[config.mk]
export PLATFORM = sky130hd
export DESIGN_NAME = in_bitdemux64
export DESIGN_NICKNAME = d
export VERILOG_FILES = /design/src/rtl/in_bitdemux64.sv
export SDC_FILE = /design/constraint.sdc
export NUM_CORES = 1
export LEC_CHECK = 0
export ABC_AREA = 1
export BUFFER_PORTS_ARGS = -buffer_cell sky130_fd_sc_hd__buf_2
export CORE_AREA = 2 2 238 240
export DETAILED_ROUTE_END_ITERATION = 10
export DIE_AREA = 0 0 240 242
export PLACE_DENSITY = 0.69
export SYNTH_ARGS = -nofsm -noshare
export SYNTH_HDL_FRONTEND = slang
export SYNTH_SLANG_ARGS = --single-unit
export TNS_END_PERCENT = 5
[constraint.sdc]
create_clock -name clk -period 5.05 [get_ports clk]
set_input_delay 1.01 -clock clk [delete_from_list [all_inputs] [get_ports clk]]
set_output_delay 1.01 -clock clk [all_outputs]
set_load 0.03 [all_outputs]
[src/rtl/in_bitdemux64.sv]
// ---------------------------------------------------------------------------
// in_bitdemux64
//
// Purpose:
//   Pulls a programmed number of words out of a source FIFO and spreads them
//   over PEBLKROW_NUM output lanes in bursts of BURST_LEN consecutive words
//   per lane. The lane pointer wraps back to lane 0 after the last lane.
//   Every word goes through three states: FETCH (read strobe), WAIT (capture
//   the FIFO data) and SEND (deliver once the target lane is ready). A DONE
//   state follows the last delivery.
//
// Ports:
//   clk         in   single rising-edge clock
//   reset       in   synchronous, active-high reset
//   start       in   one-cycle pulse that begins a transfer (IDLE only)
//   cfg_words   in   [15:0] number of words to move, sampled with start
//   fifo_empty  in   source FIFO empty flag
//   fifo_rd_en  out  source FIFO read strobe (data valid one cycle later)
//   fifo_dout   in   [TBITS-1:0] source FIFO read data
//   row_ready   in   [PEBLKROW_NUM-1:0] per-lane accept flags
//   valid_dout  out  [PEBLKROW_NUM-1:0] one-hot (or zero) delivery strobe
//   data_dout   out  [PEBLKROW_NUM*TBITS-1:0] per-lane data, lane i at
//                    bits [(i+1)*TBITS-1 -: TBITS]
//   busy        out  high from the cycle after an accepted start up to and
//                    including the done cycle
//   done        out  one-cycle completion pulse
//
// Output timing:
//   valid_dout, data_dout, busy and done are registered. A delivery accepted
//   in SEND shows up on valid_dout/data_dout in the following cycle, together
//   with the freshly written lane, so a consumer always sees strobe and data
//   aligned. done follows one cycle after the last delivery strobe.
//   fifo_rd_en is decoded from the state register and fifo_empty because the
//   FIFO read must happen in the FETCH cycle itself.
// ---------------------------------------------------------------------------
module in_bitdemux64 #(
  parameter int TBITS        = 64,
  parameter int PEBLKROW_NUM = 8,
  parameter int BURST_LEN    = 4
) (
  input  logic                            clk,
  input  logic                            reset,
  input  logic                            start,
  input  logic [15:0]                     cfg_words,
  input  logic                            fifo_empty,
  output logic                            fifo_rd_en,
  input  logic [TBITS-1:0]                fifo_dout,
  input  logic [PEBLKROW_NUM-1:0]         row_ready,
  output logic [PEBLKROW_NUM-1:0]         valid_dout,
  output logic [PEBLKROW_NUM*TBITS-1:0]   data_dout,
  output logic                            busy,
  output logic                            done
);

  // Counter widths; a degenerate single-row or single-word burst still gets
  // a one-bit counter so the logic stays uniform.
  localparam int RW = (PEBLKROW_NUM > 1) ? $clog2(PEBLKROW_NUM) : 1;
  localparam int BW = (BURST_LEN > 1) ? $clog2(BURST_LEN) : 1;

  localparam logic [RW-1:0] ROW_LAST   = RW'(PEBLKROW_NUM - 1);
  localparam logic [BW-1:0] BURST_LAST = BW'(BURST_LEN - 1);

  typedef enum logic [2:0] {
    IDLE  = 3'd0,
    FETCH = 3'd1,
    WAIT  = 3'd2,
    SEND  = 3'd3,
    DONE  = 3'd4
  } state_e;

  state_e                          state_q,  state_d;
  logic [15:0]                     words_q,  words_d;
  logic [15:0]                     sent_q,   sent_d;
  logic [BW-1:0]                   burst_q,  burst_d;
  logic [RW-1:0]                   row_q,    row_d;
  logic [TBITS-1:0]                hold_q,   hold_d;
  logic [PEBLKROW_NUM-1:0]         valid_q,  valid_d;
  logic [PEBLKROW_NUM*TBITS-1:0]   data_q,   data_d;
  logic                            busy_q,   busy_d;
  logic                            done_q,   done_d;

  logic                            rd_en_s;
  logic [15:0]                     sent_inc_s;

  assign sent_inc_s = sent_q + 16'd1;

  // Next-state, counter and output-register logic for the transfer FSM.
  always_comb begin
    state_d = state_q;
    words_d = words_q;
    sent_d  = sent_q;
    burst_d = burst_q;
    row_d   = row_q;
    hold_d  = hold_q;
    valid_d = '0;
    data_d  = data_q;
    rd_en_s = 1'b0;

    case (state_q)
      IDLE: begin
        if (start) begin
          if (cfg_words != 16'd0) begin
            words_d = cfg_words;
            sent_d  = 16'd0;
            burst_d = '0;
            row_d   = '0;
            state_d = FETCH;
          end else begin
            // Nothing to move: report completion straight away.
            state_d = DONE;
          end
        end else begin
          state_d = IDLE;
        end
      end

      FETCH: begin
        if (!fifo_empty) begin
          rd_en_s = 1'b1;
          state_d = WAIT;
        end else begin
          state_d = FETCH;
        end
      end

      WAIT: begin
        hold_d  = fifo_dout;
        state_d = SEND;
      end

      SEND: begin
        if (row_ready[row_q]) begin
          valid_d[row_q]                = 1'b1;
          data_d[row_q*TBITS +: TBITS]  = hold_q;
          sent_d                        = sent_inc_s;

          // Burst bookkeeping; the last word of a burst on the last row
          // wraps the row pointer in the same update.
          if (burst_q == BURST_LAST) begin
            burst_d = '0;
            if (row_q == ROW_LAST) begin
              row_d = '0;
            end else begin
              row_d = row_q + RW'(1);
            end
          end else begin
            burst_d = burst_q + BW'(1);
          end

          if (sent_inc_s == words_q) begin
            state_d = DONE;
          end else begin
            state_d = FETCH;
          end
        end else begin
          state_d = SEND;
        end
      end

      DONE: begin
        state_d = IDLE;
      end

      default: begin
        state_d = IDLE;
      end
    endcase

    // done is registered from the DONE state so it trails the last strobe.
    if (state_q == DONE) begin
      done_d = 1'b1;
    end else begin
      done_d = 1'b0;
    end

    // busy covers every active state and also the cycle in which done shows.
    if ((state_d != IDLE) || (state_q == DONE)) begin
      busy_d = 1'b1;
    end else begin
      busy_d = 1'b0;
    end
  end

  // State and datapath registers with synchronous reset; reset drops any
  // in-flight word and never produces a done pulse.
  always_ff @(posedge clk) begin
    if (reset) begin
      state_q <= IDLE;
      words_q <= 16'd0;
      sent_q  <= 16'd0;
      burst_q <= '0;
      row_q   <= '0;
      hold_q  <= '0;
      valid_q <= '0;
      data_q  <= '0;
      busy_q  <= 1'b0;
      done_q  <= 1'b0;
    end else begin
      state_q <= state_d;
      words_q <= words_d;
      sent_q  <= sent_d;
      burst_q <= burst_d;
      row_q   <= row_d;
      hold_q  <= hold_d;
      valid_q <= valid_d;
      data_q  <= data_d;
      busy_q  <= busy_d;
      done_q  <= done_d;
    end
  end

  assign fifo_rd_en = rd_en_s;
  assign valid_dout = valid_q;
  assign data_dout  = data_q;
  assign busy       = busy_q;
  assign done       = done_q;

endmodule

# == Yosys cells after proc, flatten, opt, wreduce, memory -nomap -nowiden ==
# Cells that the tools add are included.
# classes
n_reduce_logical,11
muxes,30
addsub,4
n_bitwise,2
n_div,0
eq_ne,11
n_mul,0
n_lt_le_gt_ge,2
shift,2
# ops
cell,n
bitwise mux 512 bit,1
"variable shift 64 x 34 -> 512 bit, first input constant",1
indexed part select 64 x 34 -> 512 bit,1
two-way mux 16 bit,3
negator 9 -> 34 bit,1
case mux 16 bit (2 select lines),1
two-way mux 3 bit,9
"adder 16 x 1 -> 16 bit, second input constant",1
== test 16 bit,1
nonzero test 16 bit,1
case mux 3 bit (4 select lines),1
two-way mux 2 bit,5
"inequality test 2 bit, second input constant",4
"== test 3 x 2 -> 1 bit, second input constant",2
"== test 3 bit, second input constant",2
two-way mux 1 bit,6
case mux 3 bit (2 select lines),1
AND reduction 5 bit,1
"< comparator 3 x 4 -> 1 bit, second input constant",1
case mux 2 bit (2 select lines),1
AND reduction 4 bit,1
"adder 3 x 1 -> 3 bit, second input constant",1
binary-select mux 1 bit (select 3 bit),1
demux 1 bit (select 3 bit),1
other kinds (13),14
# word_totals
inputBits,92
n_memories,0
ram_bits,0
elab_cells,72
latch_bits,0
ff_bits,626
mem_bits_ro,0

# == Depth between registers and ports, before layout ==
# Gate-level depths: netlist of run 1.
# depth
depth_word,8
depth_mapped,16
ltp_nobuf,16

# == Worst setup path before layout of run 1 ==
# Ideal clock, no wire load.
# synth_path
path_kind,input port to output port
from,input fifo_empty
to,output fifo_rd_en
path_stages,1
path_slack_ps,2060
arrival_ps,1980
path_buffers,0
cell_sequence,nor4_1
# synth_between
elab_chain_len,2
# synth_lines
element,line_no,source
start: declaration,45,"input logic fifo_empty,"
two-way mux 1 bit,118,if (!fifo_empty) begin
two-way mux 1 bit,99,case (state_q)
end: declaration,46,"output logic fifo_rd_en,"
# No other way between the ends.

# == Worst setup path after layout of run 1 ==
# layout_path
from,register row_q[1]
to,"register data_q[190], in the netlist data_dout[190]"
# layout_between
elab_chain_len,3
elab_cells_between_ends,7
# layout_lines
element,line_no,source
start: declaration,75,"logic [RW-1:0] row_q, row_d;"
start signal: assignment,203,row_q <= row_d;
negator 9 -> 34 bit or binary-select mux 1 bit (select 3 bit) (tied branches),"134, 132",
indexed part select 64 x 34 -> 512 bit (tied with other cells),134,data_d[row_q*TBITS +: TBITS] = hold_q;
bitwise mux 512 bit or AND reduction 2 bit (tied branches),n/a,
end signal: assignment,206,data_q <= data_d;
end: declaration,78,"logic [PEBLKROW_NUM*TBITS-1:0] data_q, data_d;"
# Parallel ways exist; a longest one is shown, timed or not. The select of a mux whose other input is x is not followed.
# A chain may end at the register's enable or synchronous reset.

==> results.sh, run 1 <==
export IMPL_global_route_overflow_total=0
export IMPL_final_design_area_no_fill_um2=30200
export IMPL_cts_buffers=67
export IMPL_h_tree_lvl_count=3
export IMPL_detailed_place_hpwl_mm=63.6
export IMPL_initial_core_util_pct=44.5
export IMPL_cap_violations=0
export IMPL_syn_instance_count=3210
export IMPL_synthFlopType="dfxtp_1"
export IMPL_fin_nets=3771
export IMPL_postSynthAreaPerCell_um2=7.72
export IMPL_clock_fmax_mhz=242
export IMPL_fin_skew_ps=27.5
export IMPL_synth_simple_gate_area_share_pct=17.1
export IMPL_hold_path_class="flip-flop to flip-flop"
export IMPL_synthMuxAreaShare_pct=0
export IMPL_num_clock_sinks=626
export IMPL_min_path_cells=2
export IMPL_finalNonFillerCells=4475
export IMPL_totalPowerFinal_mw=10.8
export IMPL_routed_wl_mm=91.2
export IMPL_share_of_the_synthesized_netlist_area_taken_by_xor_and_xnor_gates_pct=0.237
export IMPL_ys_ff_latch=626
export IMPL_worst_setup_path_start_kind="flip-flop"
export IMPL_report_final_slew_viol_count=0
export IMPL_dpl_worst_slack_ps=988
export IMPL_worst_path_max_fanout=88
export IMPL_final_core_utilization_pct=54.1
export IMPL_die_width_um=240
export IMPL_finalSetupViolations=0
export IMPL_worst_setup_path_class="flip-flop to flip-flop"
export IMPL_cellLeakagePower_nw=13.3
export IMPL_drt_antenna_violating_nets=0
export IMPL_highest_delay_cell_along_the_critical_path="ha_2"
export IMPL_yosys_cell_types_count=38
export IMPL_design_core_area_um2=55700
export IMPL_synthesis_nets=3308
export IMPL_synth_edff_count=0
export IMPL_die_height_um=242
export IMPL_drtPass1Iterations=5
export IMPL_grt_first_pass_wirelength_mm=135
export IMPL_synthArstFlopShare_pct=0
export IMPL_critical_path_max_stage_delay_ps=730
export IMPL_synth_seq_area_share_pct=50.5
export IMPL_design_portCount=615
export IMPL_post_synth_top_area_fraction_pct=50.5
export IMPL_tritoncts="done"
export IMPL_synth_commonest_cells="dfxtp_1 (626), a21oi_1 (507), nor2_1 (436)"
export IMPL_root_buffer="clkbuf_16"
export IMPL_grt_pass1_vias=21640
export IMPL_post_route_clock_period_utilization_pct=81.9
export IMPL_complex_gate_fraction_of_the_synthesized_area_pct=22.0
export IMPL_netlist_top_cells_area="dfxtp_1 (51%), a21oi_1 (10%), o21ai_0 (7.2%)"
export IMPL_place_congestion=0.905
export IMPL_count_of_cells_resized_by_post_cts_repair=0
export IMPL_post_syn_area_um2=24800
export IMPL_buffer_ports_inserted=614
export IMPL_number_of_antenna_violations_at_the_first_check_in_global_routing=11
export IMPL_main_combinational_cell_family_by_area_after_synthesis="compound AO/OA/AOI/OAI gates"
export IMPL_max_slew_margin_pct=19.7
export IMPL_cp_required_ps=5510
export IMPL_synth_top_cell_by_area="dfxtp_1"
export IMPL_power_density_nw_per_um2=359
export IMPL_status="completed"
export IMPL_ctsHoldBuffers=0
export IMPL_post_place_cell_area_um2=28100
export IMPL_dr_first_iter_drc_count=1857
export IMPL_timing_reg2reg_worst_path_depth=8
export IMPL_minimum_period_implied_by_the_final_worst_setup_slack_ps=4140
export IMPL_timing_critical_path_cells="inv_2 -> ha_2 -> inv_1 -> nor3_1 -> nand3_4 -> buf_4 -> o21ai_0 -> a21oi_1"
export IMPL_drive_gt1_share_pct=20.8
export IMPL_worst_hold_slack_ps=441
export IMPL_tightest_slew_ps=1200
export IMPL_maximum_number_of_pins_on_one_net_before_global_route_repair=165
export IMPL_power_ir_vdd_worst_mv=0.272
export IMPL_place_detailed_instances=4360
export IMPL_critical_path_endpoint_type="flip-flop"
export IMPL_drt_drc=0
export IMPL_final_setup_worst_slack_ps=913
export IMPL_grt_total_usage_pct=30.4
export IMPL_setup_total_negative_slack_ps=0
export IMPL_worst_skew_pair_late_latency_ps=610
export IMPL_die_area_um2=58100
export IMPL_worstPathArrival_ps=4590
export IMPL_detail_route_vias_per_cell=5.30
export IMPL_area_delta_synth_final_pct=21.7
export IMPL_leading_cell_type_by_number_of_instances_after_synthesis="dfxtp_1"
export IMPL_ctsLongestPathBuffers=3
export IMPL_placementRows=87
export IMPL_synth_yosys_warnings=0
export IMPL_cts_clk_slew_worst_paths_ps=60
export IMPL_hold_violations=0
export IMPL_synth_adder_area_share_pct=0.303
export IMPL_postCtsSetupBuffers=0
export IMPL_avgRoutedWirePerCell_um=20.4
export IMPL_grt_setup_unrepaired="no"
export IMPL_dr_total_vias=23725
## path summary, 6_finish.rpt
path	from	endpoint	slack, ps
worst max register to register	row_q[1]$_SDFFE_PP0P_	data_dout[190]$_SDFFE_PP0P_	910
worst max-delay path	row_q[1]$_SDFFE_PP0P_	data_dout[190]$_SDFFE_PP0P_	910
worst min register to register	data_dout[7]$_SDFFE_PP0P_	data_dout[7]$_SDFFE_PP0P_	440
worst min-delay path	data_dout[7]$_SDFFE_PP0P_	data_dout[7]$_SDFFE_PP0P_	440
## layer usage
layer	global-route usage, %	part of all wire [%]
met5	0	0.031
met1	39.7	41
met4	13.7	4.2
met3	6.93	8.2
met2	47.9	46
## cells in the final DEF (no fill, tap or decap), types with 3 or more instances in the layout
cell | Yosys | routed
inv_6 | 0 | 3
o211a_1 | 19 | 19
or3_1 | 26 | 26
o32ai_1 | 3 | 3
ha_1 | 6 | 4
dfxtp_1 | 626 | 626
inv_2 | 5 | 7
buf_4 | 5 | 35
o21a_1 | 46 | 46
clkinv_2 | 0 | 5
nand3_1 | 32 | 29
clkbuf_16 | 0 | 69
o21ai_0 | 357 | 357
inv_1 | 350 | 346
buf_2 | 63 | 613
clkbuf_1 | 178 | 14
nand3_4 | 0 | 4
nand4_1 | 15 | 15
nor3_1 | 43 | 43
diode_2 | 0 | 9
nor4_1 | 9 | 9
nand2_1 | 273 | 273
clkbuf_8 | 0 | 13
nand3b_1 | 107 | 107
a211oi_1 | 73 | 73
nor2_1 | 436 | 435
a21oi_1 | 507 | 507
## logic make-up (layout without fill, tap and decap cells)
family	Yosys count	in the layout
compound gates	1008	1008
simple gates	951	951
flops	626	626
buf+inv	614	1114
fa+ha+maj	6	6
xor+xnor	5	5
other cells	0	9
## layout make-up
class / count / area (um^2)
Clock inverter: 10 / 86.3
Timing Repair Buffer: 651 / 3390
Inverter: 357 / 1350
Sequential cell: 626 / 12500
Multi-Input combinational cell: 1970 / 9890
Fill cell: 5410 / 25600
Antenna cell: 9 / 22.5
Tap cell: 756 / 946
Clock buffer: 96 / 1960
## worst max-delay path: cells and delay by family, from the launching register on
kind | cells | cell delay [ps]
buf+inv | 3 | 1310
simple gates | 2 | 1030
fa+ha+maj | 1 | 730
flops | 1 | 490
compound gates | 2 | 370
## flip-flops by register name (all words and copies together), names as in the netlist
register and cells:
burst_q 2, busy 1, data_dout 512, done 1
hold_q 64, row_q 3, sent_q 16, state_q 3
valid_dout 8, words_q 16
## report_power, final
group / leakage (nW) / total [mW] / switching (mW) / internal, mW
Clock: 1.00 / 4.69 / 2.00 / 2.69
Combinational: 7.23 / 1.08 / 0.878 / 0.207
Sequential: 5.05 / 5.06 / 0.0417 / 5.02
Total: 13.3 / 10.8 / 2.92 / 7.91
(Power assumes the default switching activity.)
==> run 2: changes to the inputs <==
Settings changed: CORE_AREA 2 2 238 240 to 2 2 240 242, DIE_AREA 0 0 240 242 to 0 0 242 244, PLACE_DENSITY 0.69 to 0.68.
Clock period 5.05 ns to 4.2 ns, I/O delays scaled along.
==> run 2 against run 1 <==
  * Critical path depth increased by 1
  * Flip-flop and latch count unchanged
  * Clock skew decreased by 7.4 ps
  * Setup slack got worse by 57 ps
  * Count of clock-buffer cells in the layout decreased by 1
==> results.sh, run 2 (synthesis gave the netlist of run 1 again) <==
export IMPL_buffer_ports_inserted=614
export IMPL_root_buffer="clkbuf_16"
export IMPL_grt_setup_unrepaired="no"
export IMPL_finalSetupViolations=0
export IMPL_place_detailed_instances=4369
export IMPL_grt_first_pass_wirelength_mm=135
export IMPL_report_final_slew_viol_count=0
export IMPL_fin_skew_ps=20.0
export IMPL_detailroute_wirelength_met3_mm=6.88
export IMPL_drive_gt1_share_pct=21.3
export IMPL_critical_path_endpoint_type="flip-flop"
export IMPL_worst_setup_path_class="flip-flop to flip-flop"
export IMPL_dr_first_iter_drc_count=2031
export IMPL_minimum_period_implied_by_the_final_worst_setup_slack_ps=3340
export IMPL_die_width_um=242
export IMPL_count_of_cells_resized_by_post_cts_repair=0
export IMPL_worst_path_buf_inv=4
export IMPL_status="completed"
export IMPL_timing_critical_path_cells="inv_2 -> ha_2 -> ha_2 -> inv_2 -> buf_4 -> nand3_4 -> buf_12 -> nand3b_1 -> a21oi_1"
export IMPL_worstPathArrival_ps=3870
export IMPL_finalNonFillerCells=4495
export IMPL_cellLeakagePower_nw=13.5
export IMPL_detailed_place_hpwl_mm=64.4
export IMPL_ctsLongestPathBuffers=3
export IMPL_design_portCount=615
export IMPL_worst_skew_pair_late_latency_ps=610
export IMPL_avgRoutedWirePerCell_um=20.5
export IMPL_number_of_antenna_violations_at_the_first_check_in_global_routing=11
export IMPL_cts_buffers=66
export IMPL_setup_total_negative_slack_ps=0
export IMPL_hold_violations=0
export IMPL_timing_reg2reg_worst_path_depth=9
export IMPL_grt_total_usage_pct=29.8
export IMPL_fin_nets=3779
export IMPL_postCtsSetupBuffers=0
export IMPL_route_layer_met1_wl_mm=37.3
export IMPL_max_slew_margin_pct=27.8
export IMPL_highest_delay_cell_along_the_critical_path="nand3_4"
export IMPL_path_depth=9
export IMPL_post_route_clock_period_utilization_pct=79.6
export IMPL_power_density_nw_per_um2=442
export IMPL_mostFrequentLayoutCells="dfxtp_1 (626), buf_2 (613), a21oi_1 (507)"
export IMPL_cp_required_ps=4720
export IMPL_cts_clk_slew_worst_paths_ps=60
export IMPL_detail_route_vias_per_cell=5.28
export IMPL_tightest_slew_ps=1080
export IMPL_worst_setup_endpoint="data_dout[357]$_SDFFE_PP0P_"
export IMPL_dpl_worst_slack_ps=918
export IMPL_die_height_um=244
export IMPL_final_setup_worst_slack_ps=856
export IMPL_dr_total_vias=23732
export IMPL_initial_core_util_pct=44.1
export IMPL_critical_path_reg2reg_endpoint="data_dout[357]$_SDFFE_PP0P_"
export IMPL_die_area_um2=59000
export IMPL_worst_path_max_fanout=68
export IMPL_rrSetupSlack_ps=860
export IMPL_met2_length_mm=43.2
export IMPL_place_congestion=0.891
export IMPL_h_tree_lvl_count=3
export IMPL_power_ir_vdd_worst_mv=0.275
export IMPL_routed_wl_mm=92.1
export IMPL_drtPass1Iterations=6
export IMPL_hold_path_class="flip-flop to flip-flop"
export IMPL_design_core_area_um2=56200
export IMPL_worst_setup_path_start_kind="flip-flop"
export IMPL_drt_antenna_violating_nets=0
export IMPL_worst_setup_path_startpoint="row_q[1]$_SDFFE_PP0P_"
export IMPL_number_of_flip_flops_under_the_largest_register_name=512
export IMPL_num_clock_sinks=626
export IMPL_area_delta_synth_final_pct=23.1
export IMPL_hold_path_startpoint="data_dout[76]$_SDFFE_PP0P_"
export IMPL_drt_drc=0
export IMPL_final_core_utilization_pct=54.4
export IMPL_clock_fmax_mhz=299
export IMPL_maxUsedRoutingLayer="met5"
export IMPL_critical_path_max_stage_delay_ps=720
export IMPL_layout_cells_most_common="dfxtp_1"
export IMPL_grt_pass1_vias=21929
export IMPL_layout_fillers=5482
export IMPL_ctsHoldBuffers=0
export IMPL_critPathTopFamily="buffers and inverters"
export IMPL_cap_violations=0
export IMPL_global_route_overflow_total=0
export IMPL_tritoncts="done"
export IMPL_worst_r2r_startpoint="row_q[1]$_SDFFE_PP0P_"
export IMPL_placementRows=87
export IMPL_maximum_number_of_pins_on_one_net_before_global_route_repair=129
[run 2: cell count changes in the layout (fill, tap and decap cells not counted), sizes merged]
cell	previous run	this run
buf	651	660
clkinv	7	14
bufinv	0	6
clkbuf	96	95
inv	359	358
[run 2: routing by layer]
layer  up-vias  global-route usage, %
met5         -                      0
met4         4                   15.3
met3       207                   6.32
met2       944                   49.0
met1     11069                   37.1
li1      11508                      -
[run 2: stage by stage]
| stage | hold slack, ps | power, mW | area [um^2] |
|---|---|---|---|
| 2_1_floorplan | 436 | 7.02 | 24800 |
| 3_3_place_gp | 428 | 7.49 | 28200 |
| 3_5_place_dp | 432 | 7.50 | 28200 |
| 4_1_cts | 442 | 13.6 | 30500 |
| 5_1_grt | 458 | 14.0 | 30500 |
| 6_report | 440 | 13.5 | 30500 |
[run 2: area by class of cell]
type	instances	area [um^2]	share of cell area (%)
multi-input combinational	1970	9890	32.4
antenna	9	22.5	0.0738
clock inverter	22	304	0.996
timing repair buffer	660	3520	11.5
sequential	626	12500	41.0
inverter	357	1350	4.43
clock buffer	95	1960	6.43
tap	756	946	3.10
[run 2: how the worst min path moves through the flow]
stage / to / slack, ps / depth (start not counted)
after detailed placement: data_dout[131]$_SDFFE_PP0P_ / 430 / 2
final: data_dout[76]$_SDFFE_PP0P_ / 440 / 2
after CTS: data_dout[131]$_SDFFE_PP0P_ / 440 / 2
after global placement: data_dout[165]$_SDFFE_PP0P_ / 430 / 2
after global routing: data_dout[16]$_SDFFE_PP0P_ / 460 / 2
after floorplan: words_q[2]$_SDFFE_PP0P_ / 440 / 2
[run 2: worst reg2reg max path, cell delays in order (launching register included)]
cell,delay [ps]
dfxtp_1,480
inv_2,140
ha_2,200
ha_2,270
inv_2,60
buf_4,590
nand3_4,720
buf_12,460
nand3b_1,190
a21oi_1,160
[run 2: power breakdown]
part           total [mW]  internal (mW)  switching, mW  leakage [nW]
Clock                6.12           3.63           2.48          1.12
Combinational        1.30          0.247           1.06          7.30
Sequential           6.08           6.03         0.0507          5.05
==> run 3: changes to the inputs <==
Settings changed: ABC_AREA 1 to 0, CORE_AREA 2 2 240 242 to 2 2 239 241, DIE_AREA 0 0 242 244 to 0 0 241 243, PLACE_DENSITY 0.68 to 0.69.
Clock period 4.2 ns to 3 ns, I/O delays scaled along.
==> run 3 against run 2 <==
  * Maximum frequency up 23%
  * Sequential share of layout area up 1.4 points
  * Synthesized area fell by 4.6%
  * Via count down 3.4%
  * Register-to-register slack worse by 580 ps
  * Flip-flop and latch count is the same
  * Power is 30% higher
  * Worst hold slack worse by 220 ps
  * Critical endpoint is now data_dout[431]$_SDFFE_PP0P_
  * Largest power group is now sequential cells
  * Highest routed layer is now met4
==> results.sh, run 3 <==
export IMPL_number_of_flip_flops_under_the_largest_register_name=512
export IMPL_grt_total_usage_pct=28.6
export IMPL_place_detailed_instances=4103
export IMPL_initial_core_util_pct=42.3
export IMPL_fin_nets=3517
export IMPL_h_tree_lvl_count=3
export IMPL_worst_r2r_startpoint="row_q[1]$_SDFFE_PP0P_"
export IMPL_synth_seq_area_share_pct=53.0
export IMPL_max_slew_margin_pct=34.4
export IMPL_final_core_utilization_pct=52.7
export IMPL_power_density_nw_per_um2=593
export IMPL_maximum_number_of_pins_on_one_net_before_global_route_repair=129
export IMPL_global_route_overflow_total=0
export IMPL_placementRows=87
export IMPL_hold_path_end="hold_q[17]$_SDFFE_PP0P_"
export IMPL_worst_path_max_fanout=28
export IMPL_drive_gt1_share_pct=24.5
export IMPL_synthFlopType="dfxtp_1"
export IMPL_leading_cell_type_by_number_of_instances_after_synthesis="nand2_1"
export IMPL_post_place_cell_area_um2=27200
export IMPL_num_clock_sinks=626
export IMPL_detail_route_vias_per_cell=5.42
export IMPL_yosys_cell_types_count=63
export IMPL_critical_path_max_stage_delay_ps=830
export IMPL_layout_fillers=5436
export IMPL_post_synth_top_area_fraction_pct=53.0
export IMPL_cts_buffers=67
export IMPL_post_route_clock_period_utilization_pct=90.9
export IMPL_mostFrequentLayoutCells="nand2_1 (829), dfxtp_1 (624), buf_2 (613)"
export IMPL_fin_skew_ps=25.9
export IMPL_dr_first_iter_drc_count=2224
export IMPL_critical_path_endpoint_type="flip-flop"
export IMPL_avgRoutedWirePerCell_um=20.7
export IMPL_finalSetupViolations=0
export IMPL_postSynthAreaPerCell_um2=7.95
export IMPL_die_height_um=243
export IMPL_timing_reg2reg_worst_path_depth=7
export IMPL_root_buffer="clkbuf_16"
export IMPL_design_core_area_um2=56000
export IMPL_synth_yosys_warnings=0
export IMPL_dpl_worst_slack_ps=96.5
export IMPL_cellLeakagePower_nw=11.7
export IMPL_synthArstFlopShare_pct=0
export IMPL_worstPathArrival_ps=3250
export IMPL_hold_path_startpoint="fifo_dout[17]"
export IMPL_highest_delay_cell_along_the_critical_path="nor3_4"
export IMPL_totalPowerFinal_mw=17.5
export IMPL_minimum_period_implied_by_the_final_worst_setup_slack_ps=2730
export IMPL_drtPass1Iterations=6
export IMPL_place_congestion=0.844
export IMPL_grt_setup_unrepaired="no"
export IMPL_dr_total_vias=22935
export IMPL_worst_skew_pair_late_latency_ps=610
export IMPL_drt_antenna_violating_nets=0
export IMPL_power_ir_vdd_worst_mv=0.422
export IMPL_worst_setup_path_class="flip-flop to flip-flop"
export IMPL_rrSetupSlack_ps=270
export IMPL_worst_hold_slack_ps=224
export IMPL_finalNonFillerCells=4228
export IMPL_cp_required_ps=3520
export IMPL_clock_fmax_mhz=367
export IMPL_tightest_slew_ps=984
export IMPL_layout_cells_most_common="nand2_1"
export IMPL_synthesis_nets=3074
export IMPL_die_width_um=241
export IMPL_report_final_slew_viol_count=0
export IMPL_drt_drc=0
export IMPL_post_syn_area_um2=23700
export IMPL_critical_path_reg2reg_endpoint="data_dout[431]$_SDFFE_PP0P_"
export IMPL_hold_violations=0
export IMPL_grt_first_pass_wirelength_mm=128
export IMPL_timing_critical_path_cells="mux2_1 -> mux4_2 -> nand2_2 -> nor3_4 -> buf_12 -> nand3_1 -> a21oi_1"
export IMPL_buffer_ports_inserted=614
export IMPL_area_delta_synth_final_pct=24.7
export IMPL_ctsHoldBuffers=0
export IMPL_syn_instance_count=2976
export IMPL_final_design_area_no_fill_um2=29500
export IMPL_synth_top_cell_by_area="dfxtp_1"
export IMPL_ctsLongestPathBuffers=3
export IMPL_synth_edff_count=0
export IMPL_netlist_top_cells_area="dfxtp_1 (53%), nand2_1 (13%), a21oi_1 (13%)"
export IMPL_min_path_cells=3
export IMPL_design_portCount=615
export IMPL_status="completed"
export IMPL_setup_total_negative_slack_ps=0
export IMPL_number_of_antenna_violations_at_the_first_check_in_global_routing=3
export IMPL_cap_violations=0
export IMPL_synth_commonest_cells="nand2_1 (829), dfxtp_1 (626), a21oi_1 (603)"
export IMPL_grt_pass1_vias=20286
export IMPL_detailed_place_hpwl_mm=57.0
export IMPL_routed_wl_mm=87.7
export IMPL_final_setup_worst_slack_ps=272
export IMPL_ys_ff_latch=626
export IMPL_worst_setup_path_start_kind="flip-flop"
export IMPL_cts_clk_slew_worst_paths_ps=60
export IMPL_die_area_um2=58600
export IMPL_hold_path_class="input pin to flip-flop"
export IMPL_tritoncts="done"
## run 3: changes by cell type in the layout (fill, tap and decap cells not counted), sizes merged, moves of 14 or more
cell and change:
a211oi -68, o21ai -347, o211a -19, buf +30, nor2 -385, xnor2 +14
nand3b -103, or3 -15, a21oi +107, nand3 +297, nand2 +565, o21a -44
inv -348
## run 3: worst max path at each step
stage	start	to	slack (ps)
final	row_q[1]$_SDFFE_PP0P_	data_dout[431]$_SDFFE_PP0P_	270
after global routing	sent_q[3]$_SDFFE_PP0P_	state_q[0]$_SDFF_PP0_	100
after CTS	row_q[1]$_SDFFE_PP0P_	data_dout[152]$_SDFFE_PP0P_	90
after detailed placement	row_q[1]$_SDFFE_PP0P_	data_dout[148]$_SDFFE_PP0P_	100
after global placement	row_q[1]$_SDFFE_PP0P_	data_dout[420]$_SDFFE_PP0P_	160
after floorplan	row_q[1]$_SDFFE_PP0P_	data_dout[389]$_SDFFE_PP0P_	510
## run 3: final cells by class
cell class	count	area [um^2]	area share (%)
repair buffers	690	4100	13.9
flip-flops and latches	626	12500	42.5
inverters	6	22.5	0.0763
clock buffers	98	2010	6.83
multi-input cells	2028	9630	32.6
clock inverters	21	245	0.831
well taps	756	946	3.21
diodes	3	7.51	0.0254
## run 3: routing by layer
| layer | global-route usage [%] | part of all wire [%] | up-vias |
|---|---|---|---|
| met5 | 0 | 0 | - |
| met4 | 12.3 | 4.0 | 0 |
| met3 | 5.85 | 9.0 | 186 |
| met2 | 45.3 | 47 | 1127 |
| met1 | 37.7 | 40 | 10812 |
| li1 | - | - | 10810 |
## run 3: report_power, final
part	switching (mW)	internal (mW)
Combinational	0.368	0.175
Sequential	0.145	8.37
Clock	3.49	4.95
## run 3: what timing repair did
item	CTS	global route
setup buffers	0	3
setup endpoints to repair	0	53
gates resized for setup	0	1
## run 3: kinds of logic after synthesis
kind of cell,Yosys count,synth area share [%]
adder cells (fa/ha/maj),6,0.317
AO/OA/AOI/OAI,647,14.2
AND/OR/NAND/NOR,1347,24.8
multiplexers,6,0.328
flip-flops,626,53.0
buffers and inverters,322,6.58
XOR/XNOR,22,0.815
## run 3: critical path: cells and delay by family (launching register included)
family	cells	cell delay (ps)
buffers and inverters	1	290
muxes	2	520
and+or+nand+nor	3	1200
DFF	1	470
AOI/OAI and AO/OA	1	170
